$ cat src/rtl/pipe_pkg.sv
// Pipeline stage payload types shared by the pipeline-boundary registers.
// Build option PIPE_SKID_EN (see pipe_stage_reg) does not change these types.
package pipe_pkg;

    // IF/ID datapath payload
    typedef struct packed {
        logic [63:0]  pc;
        logic [31:0]  instr;
        logic [159:0] rsvd;
    } if_id_data_t;

    // ID/EX datapath payload
    typedef struct packed {
        logic [63:0] pc;
        logic [63:0] rs1_data;
        logic [63:0] rs2_data;
        logic [47:0] imm;
        logic [4:0]  rd;
        logic [2:0]  funct3;
        logic [6:0]  funct7;
        logic        rsvd;
    } id_ex_data_t;

    // ID/EX control payload (WB/MEM/EX fields)
    typedef struct packed {
        logic       reg_write;
        logic       mem_to_reg;
        logic       mem_read;
        logic       mem_write;
        logic       branch;
        logic       jump;
        logic       alu_src;
        logic [2:0] alu_op;
    } id_ex_ctrl_t;

    localparam int unsigned PIPE_DATA_W = $bits(id_ex_data_t);
    localparam int unsigned PIPE_CTRL_W = $bits(id_ex_ctrl_t);
    localparam int unsigned PIPE_CNT_W  = 16;

    // Control value of a bubble: no WB/MEM/EX side-effects
    localparam id_ex_ctrl_t CTRL_ZERO = '0;

endpackage

$ cat src/rtl/pipe_stage_reg_if.sv
// Valid/ready handshake bundle of one pipeline boundary register.
// master: upstream/downstream environment side; slave: the stage register.
interface pipe_stage_reg_if
    import pipe_pkg::*;
#(
    parameter int unsigned DATA_W = PIPE_DATA_W,
    parameter int unsigned CTRL_W = PIPE_CTRL_W,
    parameter int unsigned CNT_W  = PIPE_CNT_W
) ();

    logic              in_valid;
    logic              in_ready;
    logic [DATA_W-1:0] in_data;
    logic [CTRL_W-1:0] in_ctrl;
    logic              flush;
    logic              out_valid;
    logic              out_ready;
    logic [DATA_W-1:0] out_data;
    logic [CTRL_W-1:0] out_ctrl;
    logic [CNT_W-1:0]  stall_cnt;

    modport master (
        output in_valid, in_data, in_ctrl, flush, out_ready,
        input  in_ready, out_valid, out_data, out_ctrl, stall_cnt
    );

    modport slave (
        input  in_valid, in_data, in_ctrl, flush, out_ready,
        output in_ready, out_valid, out_data, out_ctrl, stall_cnt
    );

endinterface

$ cat src/rtl/pipe_skid_buf.sv
// One-entry skid holding register with full flag.
// Only compiled when PIPE_SKID_EN is defined; the default build has no skid storage.
`ifdef PIPE_SKID_EN
module pipe_skid_buf
    import pipe_pkg::*;
#(
    parameter int unsigned DATA_W = PIPE_DATA_W,
    parameter int unsigned CTRL_W = PIPE_CTRL_W
) (
    input  logic              clk,
    input  logic              reset_n,
    input  logic              flush,
    input  logic              push,
    input  logic              pop,
    input  logic [DATA_W-1:0] push_data,
    input  logic [CTRL_W-1:0] push_ctrl,
    output logic [DATA_W-1:0] data,
    output logic [CTRL_W-1:0] ctrl,
    output logic              full
);

    // Capture a payload that arrived while the main register was stalled
    always_ff @(posedge clk) begin
        if (!reset_n) begin
            full <= 1'b0;
            data <= '0;
            ctrl <= '0;
        end else if (flush) begin
            full <= 1'b0;
        end else if (push) begin
            full <= 1'b1;
            data <= push_data;
            ctrl <= push_ctrl;
        end else if (pop) begin
            full <= 1'b0;
        end
    end

endmodule
`endif

$ cat src/rtl/pipe_stage_reg.sv
// Generic pipeline-boundary register with valid/ready handshake, flush squash,
// bubble control zeroing and a saturating stall counter.
// Define PIPE_SKID_EN to add a 1-entry skid buffer and register in_ready.
module pipe_stage_reg
    import pipe_pkg::*;
#(
    parameter int unsigned DATA_W = PIPE_DATA_W,
    parameter int unsigned CTRL_W = PIPE_CTRL_W,
    parameter int unsigned CNT_W  = PIPE_CNT_W
) (
    input  logic            clk,
    input  logic            reset_n,
    pipe_stage_reg_if.slave bus
);

    localparam logic [CTRL_W-1:0] CTRL_CLR = CTRL_W'(CTRL_ZERO);

    logic              valid_q;
    logic [DATA_W-1:0] data_q;
    logic [CTRL_W-1:0] ctrl_q;
    logic [CNT_W-1:0]  cnt_q;

    logic              take;
    logic              stall;
    logic              accept;
    logic              load;
    logic [DATA_W-1:0] src_data;
    logic [CTRL_W-1:0] src_ctrl;

    // Main register is free when empty or draining this cycle
    assign take  = !valid_q || bus.out_ready;
    assign stall = valid_q && !bus.out_ready;

`ifdef PIPE_SKID_EN
    logic              skid_full;
    logic [DATA_W-1:0] skid_data;
    logic [CTRL_W-1:0] skid_ctrl;

    // in_ready comes straight from a flop; skid contents take precedence to keep order
    assign bus.in_ready = !skid_full;
    assign accept       = bus.in_valid && !skid_full;
    assign load         = take && (skid_full || accept);
    assign src_data     = skid_full ? skid_data : bus.in_data;
    assign src_ctrl     = skid_full ? skid_ctrl : bus.in_ctrl;

    pipe_skid_buf #(
        .DATA_W (DATA_W),
        .CTRL_W (CTRL_W)
    ) u_skid (
        .clk       (clk),
        .reset_n   (reset_n),
        .flush     (bus.flush),
        .push      (accept && !take),
        .pop       (take && skid_full),
        .push_data (bus.in_data),
        .push_ctrl (bus.in_ctrl),
        .data      (skid_data),
        .ctrl      (skid_ctrl),
        .full      (skid_full)
    );
`else
    // No skid: ready whenever the main register can take a new payload
    assign bus.in_ready = take;
    assign accept       = bus.in_valid && take;
    assign load         = accept;
    assign src_data     = bus.in_data;
    assign src_ctrl     = bus.in_ctrl;
`endif

    // Main payload register: reset > flush > load > drain > hold
    always_ff @(posedge clk) begin
        if (!reset_n) begin
            valid_q <= 1'b0;
            data_q  <= '0;
            ctrl_q  <= CTRL_CLR;
        end else if (bus.flush) begin
            valid_q <= 1'b0;
            ctrl_q  <= CTRL_CLR;
        end else if (load) begin
            valid_q <= 1'b1;
            data_q  <= src_data;
            ctrl_q  <= src_ctrl;
        end else if (take) begin
            valid_q <= 1'b0;
            ctrl_q  <= CTRL_CLR;
        end
    end

    // Saturating count of cycles where a valid payload is held back
    always_ff @(posedge clk) begin
        if (!reset_n) begin
            cnt_q <= '0;
        end else if (stall && (cnt_q != {CNT_W{1'b1}})) begin
            cnt_q <= cnt_q + CNT_W'(1);
        end
    end

    assign bus.out_valid = valid_q;
    assign bus.out_data  = data_q;
    assign bus.out_ctrl  = ctrl_q;
    assign bus.stall_cnt = cnt_q;

endmodule

$ cat src/flat_wrapper.sv
// flat-port wrapper written by rule: the top's interface ports become plain ports
module pipe_stage_reg_flat import pipe_pkg::*;
#(
    parameter int unsigned DATA_W = PIPE_DATA_W,
    parameter int unsigned CTRL_W = PIPE_CTRL_W,
    parameter int unsigned CNT_W  = PIPE_CNT_W
)
  (clk, reset_n, bus_in_valid, bus_in_data, bus_in_ctrl, bus_flush, bus_out_ready, bus_in_ready, bus_out_valid, bus_out_data, bus_out_ctrl, bus_stall_cnt);
  pipe_stage_reg_if #(.DATA_W(DATA_W), .CTRL_W(CTRL_W), .CNT_W(CNT_W)) bus_i ();
  input  logic clk;
  input  logic reset_n;
  input wire logic [$bits(bus_i.in_valid)-1:0] bus_in_valid;
  input wire logic [$bits(bus_i.in_data)-1:0] bus_in_data;
  input wire logic [$bits(bus_i.in_ctrl)-1:0] bus_in_ctrl;
  input wire logic [$bits(bus_i.flush)-1:0] bus_flush;
  input wire logic [$bits(bus_i.out_ready)-1:0] bus_out_ready;
  output wire logic [$bits(bus_i.in_ready)-1:0] bus_in_ready;
  output wire logic [$bits(bus_i.out_valid)-1:0] bus_out_valid;
  output wire logic [$bits(bus_i.out_data)-1:0] bus_out_data;
  output wire logic [$bits(bus_i.out_ctrl)-1:0] bus_out_ctrl;
  output wire logic [$bits(bus_i.stall_cnt)-1:0] bus_stall_cnt;
  assign bus_i.in_valid = bus_in_valid;
  assign bus_i.in_data = bus_in_data;
  assign bus_i.in_ctrl = bus_in_ctrl;
  assign bus_i.flush = bus_flush;
  assign bus_i.out_ready = bus_out_ready;
  assign bus_in_ready = bus_i.in_ready;
  assign bus_out_valid = bus_i.out_valid;
  assign bus_out_data = bus_i.out_data;
  assign bus_out_ctrl = bus_i.out_ctrl;
  assign bus_stall_cnt = bus_i.stall_cnt;
  pipe_stage_reg #(.DATA_W(DATA_W), .CTRL_W(CTRL_W), .CNT_W(CNT_W)) u_core (.clk(clk), .reset_n(reset_n), .bus(bus_i));
endmodule
$ cat config.mk
export PLATFORM = sky130hd
export DESIGN_NAME = pipe_stage_reg_flat
export DESIGN_NICKNAME = d
export VERILOG_FILES = /design/src/rtl/pipe_pkg.sv /design/src/rtl/pipe_stage_reg_if.sv /design/src/rtl/pipe_skid_buf.sv /design/src/rtl/pipe_stage_reg.sv /design/src/flat_wrapper.sv
export SDC_FILE = /design/constraint.sdc
export NUM_CORES = 1
export LEC_CHECK = 0
export CAP_MARGIN = 30
export CORE_AREA = 10 10 210 212
export CTS_CLUSTER_DIAMETER = 150
export DETAILED_ROUTE_END_ITERATION = 16
export DIE_AREA = 0 0 220 222
export PLACE_DENSITY_LB_ADDON = 0.25
export SLEW_MARGIN = 0
export SYNTH_ARGS = -nofsm -noshare
export SYNTH_HDL_FRONTEND = slang
export SYNTH_HIERARCHICAL = 1
export SYNTH_SLANG_ARGS = --single-unit
$ cat constraint.sdc
create_clock -name clk -period 2.3 [get_ports clk]
set_input_delay 0.46 -clock clk [delete_from_list [all_inputs] [get_ports clk]]
set_output_delay 0.46 -clock clk [all_outputs]
set_load 0.05 [all_outputs]
==> metrics.yaml <==
power_and_ir_drop:
  peakVddDrop_mv: 0.5031
  power_density_nw_per_um2: 741.5
  p_leak_uw: 0.006306
  power.total_uw: 12940
placement:
  port_buffers: 554
  gp_congestion: 0.8601
  hpwl_um: 32870
global_routing:
  track_usage_pct: 16.46
  grt_max_degree: 52
  grt_overflow_total: 0
  grt_pass1_wl_um: 63180
  antenna_found_initial: 0
  grt_pass1_vias: 10311
hold_path:
  hold_path.class: "flip-flop to flip-flop"
  holdPathEnd: "u_core/bus.out_data[230]"
  holdPathStages: 2
  min-delay-start: "u_core/bus.out_data[230]"
logic_synthesis:
  yosysUniqueCellTypes: 30
  synth-seq-area-share_pct: 57.28
  ys_ff_latch: 283
  synth_commonest_cells: "nand2_1 (531), dfxtp_1 (283), a21oi_1 (278)"
  ys.flop_type: "dfxtp_1"
  async_flop_share_pct: 0
  synth_nets: 1532
  syn_area_sq_um: 9891
  syn_inst: 1260
  yosys.cell_count.top_type: "nand2_1"
  syn_area_per_cell_sq_um: 7.850
  synth_top_area_share_pct: 57.28
  synth.area.top_cells: "dfxtp_1 (57%), nand2_1 (20%), a21oi_1 (14%)"
  yosysTopAreaCell: "dfxtp_1"
  yosysWarnings: 6
  synth_edf_count: 0
setup_path:
  worstSetupEndpointType: "output pin"
  cpLargestDelayFamily: "buffers and inverters"
  cp.buffers_inverters: 1
  rr_worst_depth: 5
  path_class: "flip-flop to output pin"
  cp.required_ns: 1.84
  r2r_start: "u_core/bus.stall_cnt[0]"
  cpPeakStageDelay_ns: 0.85
  crit_slowest_cell: "clkdlybuf4s50_1"
  worstPathArrival_ns: 1.74
  r2r_slack_ns: 0.40
  worstPathMaxFanout: 4
  reg2reg_to: "u_core/bus.stall_cnt[6]"
  crit_path_start_kind: "flip-flop"
  cp_cell_sequence: "clkdlybuf4s50_1"
drt:
  drt_iter0_drc: 569
  antenna_left: 0
  routed-wl-met3_um: 3950
  drc: 0
  via_per_inst: 4.407
  drt-total-wl_um: 42700
  highest_layer: "met4"
  routedWlPerCell_um: 18.09
  via_count: 10400
  wl_met1_um: 15740
  dr.pass1.iters: 5
  dr_wl_met2_um: 22110
floorplanning:
  start_util_pct: 24.95
  fp.dieH_um: 222
  ios: 555
  die-area_sq_um: 48840
  row_count: 73
  core-area_sq_um: 39640
  die_w_um: 220
cts:
  cts_made_buffers: 34
  clk_pin_slew_ns: 0.06
  clockRootBuffer: "clkbuf_16"
  clockBufferDepth: 3
  postCtsSetupRepairBufs: 0
  clk_latency_ns: 0.53
  clock_sinks: 283
  tritoncts: "yes"
  htreeDepth: 2
timing:
  period_minus_slack_ns: 2.203
  maxSlewHeadroom_pct: 51.59
  setup-tns-final_ns: 0
  worstMarginPinSlew_ns: 0.7195
  timing.final.max_slew_violations: 0
  fin_worst_skew_ns: 0.01406
  grt_setup_unrepaired: "no"
  finalHoldViolCount: 0
  finalCritPeriodShare_pct: 95.79
  setup_viol: 0
  clock.fmax_mhz: 453.9
cells_and_area:
  area_growth_pct: 76.41
  drive_above_1_share_pct: 6.485
  postLayoutCoreUtil_pct: 44.02
  num_antenna_cells: 0
  nNetsFinal: 2082
  fillCellCount: 3961
job:
  max_cap_viol_count: 0
outcome:
  status: "finished clean"
[report_power, final]
part | internal [uW] | switching [uW]
combinational | 961 | 1360
clock | 3280 | 2110
sequential | 5120 | 106
total | 9360 | 3570
[worst reg2reg max path, stage by stage (launching register included)]
cell and delay, ns:
dfxtp_1 0.43, ha_1 0.23, nand3_1 0.13, or2_1 0.34
or4_1 0.53, a21oi_1 0.16
[layout make-up]
| cell class | count | area [sq um] | share of cell area, % |
|---|---|---|---|
| clock buffers | 51 | 1056 | 6.052 |
| clock inverters | 10 | 81.33 | 0.4661 |
| inverters | 4 | 22.52 | 0.1291 |
| multi-input cells | 879 | 3860 | 22.12 |
| flip-flops and latches | 283 | 5665 | 32.47 |
| well taps | 525 | 656.9 | 3.765 |
| repair buffers | 608 | 6106 | 34.99 |
[metal layers]
layer	up-vias	GRT usage, %
met4	0	5.482
li1	5200	-
met5	-	0
met3	50	5.907
met2	330	29.64
met1	4820	17.24
[what timing repair did]
item,CTS,global route
resized for setup,12,1
endpoints found under the setup margin,12,1
hold buffers,0,0
[cells by family (layout without fill, tap and decap cells)]
family | Yosys count | in the layout | synth area share [%]
simple gates | 583 | 583 | 23.47
compound gates | 292 | 292 | 15.08
flops | 283 | 283 | 57.28
buf+inv | 98 | 673 | 3.745
mux | 3 | 3 | 0.3036
fa+ha+maj | 1 | 1 | 0.1265
[state kept, by name, summed over array words and instances (netlist names)]
register              flops
u_core/bus.out_valid      1
u_core/bus.stall_cnt     16
u_core/bus.out_ctrl      10
u_core/bus.out_data     256
[stage by stage]
| step | hold WS (ns) | worst slack (ns) | instances | area (sq um) |
|---|---|---|---|---|
| detailed placement | 0.4427 | 0.01025 | 2299 | 16320 |
| global placement | 0.4390 | -0.01911 | 2299 | 16320 |
| global route | 0.4619 | 0.04645 | 2360 | 17450 |
| CTS | 0.4345 | 0.01032 | 2360 | 17450 |
| floorplan | 0.5960 | 0.1418 | 1260 | 9891 |
| finish | 0.4506 | 0.09683 | 2360 | 17450 |
[worst max-delay path by stage]
stage               slack [ns]                     start  cells after the start                       end
floorplan                 0.14   u_core/bus.stall_cnt[0]                      6  u_core/bus.stall_cnt[10]
global placement         -0.02             bus_out_ready                      6   u_core/bus.stall_cnt[9]
detailed placement        0.01             bus_out_ready                      6   u_core/bus.stall_cnt[9]
CTS                       0.01   u_core/bus.stall_cnt[9]                      1          bus_stall_cnt[9]
global route              0.05  u_core/bus.out_data[140]                      1         bus_out_data[140]
finish                     0.1  u_core/bus.stall_cnt[10]                      1         bus_stall_cnt[10]
[cell usage in the layout (no fill, tap or decap), drive strengths merged, types with 7 or more instances in the layout]
cell | synthesis | routed
a21oi | 278 | 278
buf | 8 | 57
clkbuf | 86 | 51
clkdlybuf4s50 | 0 | 538
clkinv | 0 | 7
dfxtp | 283 | 283
dlygate4sd2 | 0 | 12
nand2 | 531 | 531
nand3 | 14 | 14
(Power assumes the default switching activity.)
